### src/rtl/regs_pkg.sv
// ============================================================================
// Module   : regs_pkg
// Brief    : Shared constants and write-back request type for the integer
//            register file write-back path.
// Revision : 1.0  initial release
// ============================================================================
`default_nettype none

package regs_pkg;

    localparam int REG_ADDR_W = 5;
    localparam int XLEN       = 32;

    // Register x0 is hard-wired to zero; writes to it are dropped.
    localparam logic [REG_ADDR_W-1:0] REG_ZERO = '0;

    typedef struct packed {
        logic [REG_ADDR_W-1:0] addr;
        logic [XLEN-1:0]       data;
    } wb_req_t;

endpackage

`default_nettype wire

### src/rtl/regs_wb_fifo.sv
// ============================================================================
// Module   : regs_wb_fifo
// Brief    : DEPTH-entry in-order FIFO of write-back requests. Exposes a
//            per-entry valid bit and address so the parent can detect pending
//            writes to a source register without popping.
//            DEPTH must be a power of two (pointers wrap by overflow).
// Revision : 1.0  initial release
// ============================================================================
`default_nettype none

module regs_wb_fifo
    import regs_pkg::*;
#(
    parameter int DEPTH = 4
) (
    input  logic                                 clk,
    input  logic                                 rst,
    input  logic                                 push,
    input  wb_req_t                              push_req,
    input  logic                                 pop,
    output wb_req_t                              head,
    output logic                                 full,
    output logic                                 empty,
    output logic [$clog2(DEPTH):0]               count,
    output logic [DEPTH-1:0]                     ent_vld,
    output logic [DEPTH-1:0][REG_ADDR_W-1:0]     ent_addr
);

    localparam int PTR_W = $clog2(DEPTH);
    localparam int CNT_W = PTR_W + 1;

    localparam logic [PTR_W-1:0] c_ptr_one  = PTR_W'(1);
    localparam logic [CNT_W-1:0] c_cnt_one  = CNT_W'(1);
    localparam logic [CNT_W-1:0] c_cnt_full = CNT_W'(DEPTH);

    wb_req_t            r_mem [DEPTH];
    logic [PTR_W-1:0]   r_wr_ptr;
    logic [PTR_W-1:0]   r_rd_ptr;
    logic [CNT_W-1:0]   r_count;
    logic [DEPTH-1:0]   r_vld;

    // Entry storage; contents are only observed through r_vld, so no reset.
    always_ff @(posedge clk) begin
        if (push) begin
            r_mem[r_wr_ptr] <= push_req;
        end
    end

    // Read/write pointers and occupancy; simultaneous push+pop keeps count.
    always_ff @(posedge clk or negedge rst) begin
        if (!rst) begin
            r_wr_ptr <= '0;
            r_rd_ptr <= '0;
            r_count  <= '0;
        end else begin
            if (push) begin
                r_wr_ptr <= r_wr_ptr + c_ptr_one;
            end
            if (pop) begin
                r_rd_ptr <= r_rd_ptr + c_ptr_one;
            end
            case ({push, pop})
                2'b10:   r_count <= r_count + c_cnt_one;
                2'b01:   r_count <= r_count - c_cnt_one;
                default: r_count <= r_count;
            endcase
        end
    end

    // Per-entry occupancy flags. Push never targets the popped slot because
    // push requires not-full and pop requires not-empty.
    always_ff @(posedge clk or negedge rst) begin
        if (!rst) begin
            r_vld <= '0;
        end else begin
            if (pop) begin
                r_vld[r_rd_ptr] <= 1'b0;
            end
            if (push) begin
                r_vld[r_wr_ptr] <= 1'b1;
            end
        end
    end

    assign head    = r_mem[r_rd_ptr];
    assign full    = (r_count == c_cnt_full);
    assign empty   = (r_count == '0);
    assign count   = r_count;
    assign ent_vld = r_vld;

    generate
        for (genvar gi = 0; gi < DEPTH; gi++) begin : g_ent
            assign ent_addr[gi] = r_mem[gi].addr;
        end
    endgenerate

endmodule

`default_nettype wire

### src/rtl/regs_wb.sv
// ============================================================================
// Module   : regs_wb
// Brief    : Register-file write-back stage. Arbitrates execute and load
//            write requests (load first), drops writes to x0, buffers the rest
//            in order and issues one registered write per cycle to storage.
//            Provides rs1/rs2 busy flags for decode stalls.
//            Optional feature macro: REGS_WB_BYPASS_EN -- an accepted write
//            into an idle buffer goes straight to the output register.
//            ADDR_W/DATA_W must match REG_ADDR_W/XLEN of regs_pkg.
// Revision : 1.0  initial release
// ============================================================================
`default_nettype none

module regs_wb
    import regs_pkg::*;
#(
    parameter int DEPTH  = 4,
    parameter int ADDR_W = REG_ADDR_W,
    parameter int DATA_W = XLEN
) (
    input  logic              clk,
    input  logic              rst,
    input  logic              ex_valid,
    output logic              ex_ready,
    input  logic [ADDR_W-1:0] ex_rd_addr,
    input  logic [DATA_W-1:0] ex_rd_data,
    input  logic              mem_valid,
    output logic              mem_ready,
    input  logic [ADDR_W-1:0] mem_rd_addr,
    input  logic [DATA_W-1:0] mem_rd_data,
    input  logic              wb_hold,
    output logic              rd_we,
    output logic [ADDR_W-1:0] rd_addr,
    output logic [DATA_W-1:0] rd_data,
    input  logic [ADDR_W-1:0] rs1_addr,
    input  logic [ADDR_W-1:0] rs2_addr,
    output logic              rs1_busy,
    output logic              rs2_busy
);

`ifdef REGS_WB_BYPASS_EN
    localparam bit c_bypass_en = 1'b1;
`else
    localparam bit c_bypass_en = 1'b0;
`endif

    localparam int CNT_W = $clog2(DEPTH) + 1;

    logic                              w_full;
    logic                              w_empty;
    logic [CNT_W-1:0]                  w_count;
    logic [DEPTH-1:0]                  w_vld;
    logic [DEPTH-1:0][REG_ADDR_W-1:0]  w_ent_addr;
    wb_req_t                           w_head;
    wb_req_t                           w_push_req;

    logic              w_mem_fire;
    logic              w_ex_fire;
    logic              w_accept;
    logic [ADDR_W-1:0] w_sel_addr;
    logic [DATA_W-1:0] w_sel_data;
    logic              w_live;
    logic              w_pop;
    logic              w_bypass;
    logic              w_push;
    logic              w_rs1_hit;
    logic              w_rs2_hit;

    // Readiness is forced low while reset is asserted. The load path wins
    // because it carries the older instruction.
    assign mem_ready = rst && !w_full;
    assign ex_ready  = rst && !w_full && !mem_valid;

    assign w_mem_fire = mem_valid && mem_ready;
    assign w_ex_fire  = ex_valid  && ex_ready;
    assign w_accept   = w_mem_fire || w_ex_fire;
    assign w_sel_addr = w_mem_fire ? mem_rd_addr : ex_rd_addr;
    assign w_sel_data = w_mem_fire ? mem_rd_data : ex_rd_data;

    // x0 writes complete the handshake but are otherwise discarded.
    assign w_live = w_accept && (w_sel_addr != REG_ZERO);

    assign w_pop = !w_empty && !wb_hold;

    // Bypass only when nothing is buffered (so ordering is trivially kept)
    // and the storage port is free this cycle.
    assign w_bypass = c_bypass_en && w_live && (w_count == '0) && !wb_hold;
    assign w_push   = w_live && !w_bypass;

    assign w_push_req.addr = w_sel_addr;
    assign w_push_req.data = w_sel_data;

    regs_wb_fifo #(
        .DEPTH    (DEPTH)
    ) u_fifo (
        .clk      (clk),
        .rst      (rst),
        .push     (w_push),
        .push_req (w_push_req),
        .pop      (w_pop),
        .head     (w_head),
        .full     (w_full),
        .empty    (w_empty),
        .count    (w_count),
        .ent_vld  (w_vld),
        .ent_addr (w_ent_addr)
    );

    // Output write register: head of buffer, else bypassed request, else idle.
    always_ff @(posedge clk or negedge rst) begin
        if (!rst) begin
            rd_we   <= 1'b0;
            rd_addr <= '0;
            rd_data <= '0;
        end else if (w_pop) begin
            rd_we   <= 1'b1;
            rd_addr <= w_head.addr;
            rd_data <= w_head.data;
        end else if (w_bypass) begin
            rd_we   <= 1'b1;
            rd_addr <= w_sel_addr;
            rd_data <= w_sel_data;
        end else begin
            rd_we   <= 1'b0;
        end
    end

    // Pending-write match against buffered entries and the in-flight write.
    always_comb begin
        w_rs1_hit = rd_we && (rd_addr == rs1_addr);
        w_rs2_hit = rd_we && (rd_addr == rs2_addr);
        for (int i = 0; i < DEPTH; i++) begin
            if (w_vld[i] && (w_ent_addr[i] == rs1_addr)) begin
                w_rs1_hit = 1'b1;
            end
            if (w_vld[i] && (w_ent_addr[i] == rs2_addr)) begin
                w_rs2_hit = 1'b1;
            end
        end
    end

    assign rs1_busy = (rs1_addr != REG_ZERO) && w_rs1_hit;
    assign rs2_busy = (rs2_addr != REG_ZERO) && w_rs2_hit;

endmodule

`default_nettype wire
### config.mk
export PLATFORM = sky130hd
export DESIGN_NAME = regs_wb
export DESIGN_NICKNAME = d
export VERILOG_FILES = /design/src/rtl/regs_pkg.sv /design/src/rtl/regs_wb_fifo.sv /design/src/rtl/regs_wb.sv
export SDC_FILE = /design/constraint.sdc
export NUM_CORES = 1
export LEC_CHECK = 0
export BUFFER_PORTS_ARGS = -buffer_cell sky130_fd_sc_hd__buf_2
export CAP_MARGIN = 20
export CORE_ASPECT_RATIO = 1.5
export CORE_UTILIZATION = 60
export DETAILED_ROUTE_END_ITERATION = 10
export PLACE_DENSITY = 0.88
export SLEW_MARGIN = 40
export SYNTH_ARGS = -nofsm -noshare
export SYNTH_HDL_FRONTEND = slang
export SYNTH_SLANG_ARGS = --single-unit
### constraint.sdc
create_clock -name clk -period 7.6 [get_ports clk]
set_input_delay 0.38 -clock clk [delete_from_list [all_inputs] [get_ports clk]]
set_output_delay 0.38 -clock clk [all_outputs]
set_load 0.02 [all_outputs]
==> impl_metrics.json <==
{
  "start_util_pct": 61.4,
  "arrival_ns": 1.97,
  "end_kind": "output port",
  "p_leak_nw": 3.76,
  "rr_worst_depth": 12,
  "layout_common_cells": "edfxtp_1 (148), buf_2 (130), mux2_2 (60)",
  "hold_class": "in -> async",
  "rrSetupSlack_ns": 5.44,
  "die_x_um": 99.4,
  "r2r-end": "u_fifo.count[2]",
  "cts_resized": 0,
  "critical-path-max-stage-delay_ns": 0.48,
  "groute.usage.overall_pct": 24.3,
  "die_h_um": 148,
  "antenna_found_initial": 0,
  "fin_util_pct": 70.7,
  "combinationalPowerShare_pct": 31.2,
  "setup_tns_ns": 0,
  "setup_slack_ns": 5.25,
  "yosys_warnings": 0,
  "max_freq_ghz": 0.426,
  "fin_crit_sh_pct": 30.9,
  "io_pins": 131,
  "cts-htree-levels": 4,
  "clock_path_buffers": 2,
  "yosys-top-cells-area": "edfxtp_1 (52%), dfrtp_1 (14%), mux4_2 (9.5%), mux2_2 (7.9%), xor2_1 (4.3%)",
  "clk_pin_slew_worst_paths_ns": 0.07,
  "cts_tree": "yes",
  "dp_hpwl_mm": 10.5,
  "cpMaxStageDelayCell": "edfxtp_1",
  "viasPerCell": 5.96,
  "pwr_density_cell_nw_per_um2": 365,
  "max-slew-margin-rel_pct": 54.4,
  "antenna_cells": 0,
  "r2r-start": "u_fifo.count[0]",
  "layout_min_cycle_time_ns": 2.35,
  "setup_violations": 0,
  "endpoint": "rs2_busy",
  "worstPathRequired_ns": 7.22,
  "p_sw_mw": 1.17,
  "final_common_cell": "edfxtp_1",
  "swShare_pct": 32.4,
  "synth_top_area_share_pct": 52.0,
  "path_class": "reg -> out",
  "post_cts_buffers": 0,
  "synth_nets": 565,
  "ant_nets": 0,
  "insertion_delay_ns": 0.42,
  "synth_ff_type": "edfxtp_1",
  "start_kind": "flip-flop",
  "seq_area_frac_synth_pct": 66.4,
  "final_layout_size_suffix_gt1_share_pct": 46.1,
  "clockRootBuffer": "clkbuf_16",
  "ys_seq_elements": 197,
  "worst_slew_pin_slew_ns": 0.684,
  "hold_viol_final": 0,
  "routed-via-count": 4598,
  "wl_mm": 16.9,
  "grt_overflow": 0,
  "crit_start": "u_fifo.r_mem[3][35]",
  "drt_first_iter_violations": 252,
  "irDropWorstVdd_v": 0.000234,
  "yosysTopAreaCell": "edfxtp_1",
  "rsz0062_at_grt": "false",
  "avgSynthCellArea_sq_um": 18.3,
  "synth_edf_count": 148,
  "critPathMaxFanout": 3,
  "status": "completed",
  "max_cap_violations": 0,
  "slew_viol_final": 0,
  "crit_chain": "xor2_1 > nor4_1 > nand3_1 > nand2_1 > o22a_1 > buf_2",
  "dp_slack_ns": 4.87,
  "drc": 0,
  "cts_buffers": 17,
  "core-area_sq_um": 13900,
  "place.gp.congestion": 0.959,
  "grt_pass1_wl_mm": 25.9,
  "synthToLayoutAreaGrowth_pct": 15.2,
  "placementRows": 53,
  "holdBufCountCts": 0,
  "syn_inst": 466,
  "wl_per_cell_um": 21.9,
  "die_area_sq_um": 14700,
  "io_buffers": 130,
  "power_frac_clock_pct": 23.1,
  "fin_nets": 693,
  "p_int_mw": 2.43,
  "cts_sinks": 197,
  "synth_cell_types": 32,
  "async_flop_share_pct": 24.9,
  "seqPwrFrac_pct": 45.7,
  "grt_pass1_vias": 4754,
  "syn_area_sq_um": 8540,
  "grt_start_max_net_pins": 51,
  "drtPass1Iterations": 7,
  "power_mw": 3.60,
  "clock_skew_ns": 0.0106
}
==> through the flow <==
stage | cell area, sq um | cells | hold WS, ns
global placement | 9270 | 739 | 0.481
CTS | 9820 | 771 | 0.0957
detailed placement | 9270 | 739 | 0.489
finish | 9840 | 772 | 0.0732
floorplan | 8540 | 466 | 0.0844
global route | 9840 | 772 | 0.135
==> cell type report <==
type	instances	area, sq um
Multi-Input combinational cell	233	2670
Sequential cell	197	5680
Tap cell	165	206
Timing Repair Buffer	135	701
Clock inverter	15	121
Inverter	10	37.5
Clock buffer	17	425
Fill cell	878	4090
==> power by group through the flow <==
stage | logic, mW | registers (mW) | clock network, mW
CTS | 1.13 | 1.64 | 0.843
global route | 1.20 | 1.67 | 0.883
finish | 1.12 | 1.64 | 0.831
global placement | 1.07 | 1.64 | 0
floorplan | 0.738 | 1.71 | 0
detailed placement | 1.11 | 1.66 | 0
==> critical path, delay by kind of cell (launching register included) <==
family                 cells  cell delay [ns]
AND/OR/NAND/NOR            3             0.58
flip-flops                 1             0.48
XOR/XNOR                   1             0.20
buffers and inverters      1             0.15
AO/OA/AOI/OAI              1             0.13
==> cells by family after synthesis <==
logic type                 after synthesis  synth area share (%)
AOI/OAI and AO/OA                        9                 0.835
DFF                                    197                  66.4
and+or+nand+nor                         46                  2.88
muxes                                  113                  20.2
xor gates and xnor gates                55                  5.64
adders and majority gates               10                  1.55
buffers and inverters                   36                  2.53
==> synth_stat cells, types with 2 or more instances <==
library cell,instances
edfxtp_1,148
mux2_2,60
dfrtp_1,49
xor2_1,42
mux4_2,36
nand3_1,13
xnor2_1,13
buf_2,12
nor4_1,11
inv_1,10
ha_1,9
mux2_4,9
nand2_1,9
clkbuf_1,7
mux2_1,6
a22o_1,4
and2_1,4
buf_6,4
nor2_1,3
buf_12,2
nor3_1,2
o22a_1,2
or4_1,2
==> worst min-delay path by stage <==
stage | slack (ns) | end
floorplan | 0.08 | rd_addr[0]
global placement | 0.48 | u_fifo.count[2]
detailed placement | 0.49 | rd_data[27]
CTS | 0.1 | u_fifo.count[1]
global route | 0.13 | u_fifo.count[1]
finish | 0.07 | u_fifo.count[1]
==> layer usage <==
layer	global-route usage, %	vias to the layer above	share of wire, %	routed length, um
met3	4.28	23	4.4	739
met2	43.8	173	56	9430
met1	29.5	2358	38	6380
met5	0	-	0	0
li1	-	2044	-	-
met4	8.16	0	2.1	347
==> flip-flops by register name (all words and copies together), names as in the netlist <==
register and count:
rd_data 32, u_fifo.r_wr_ptr 2, u_fifo.r_mem 148, u_fifo.ent_vld 4, u_fifo.count 3, rd_addr 5, rd_we 1, u_fifo.r_rd_ptr 2
Power figures use the tool's default switching activity.
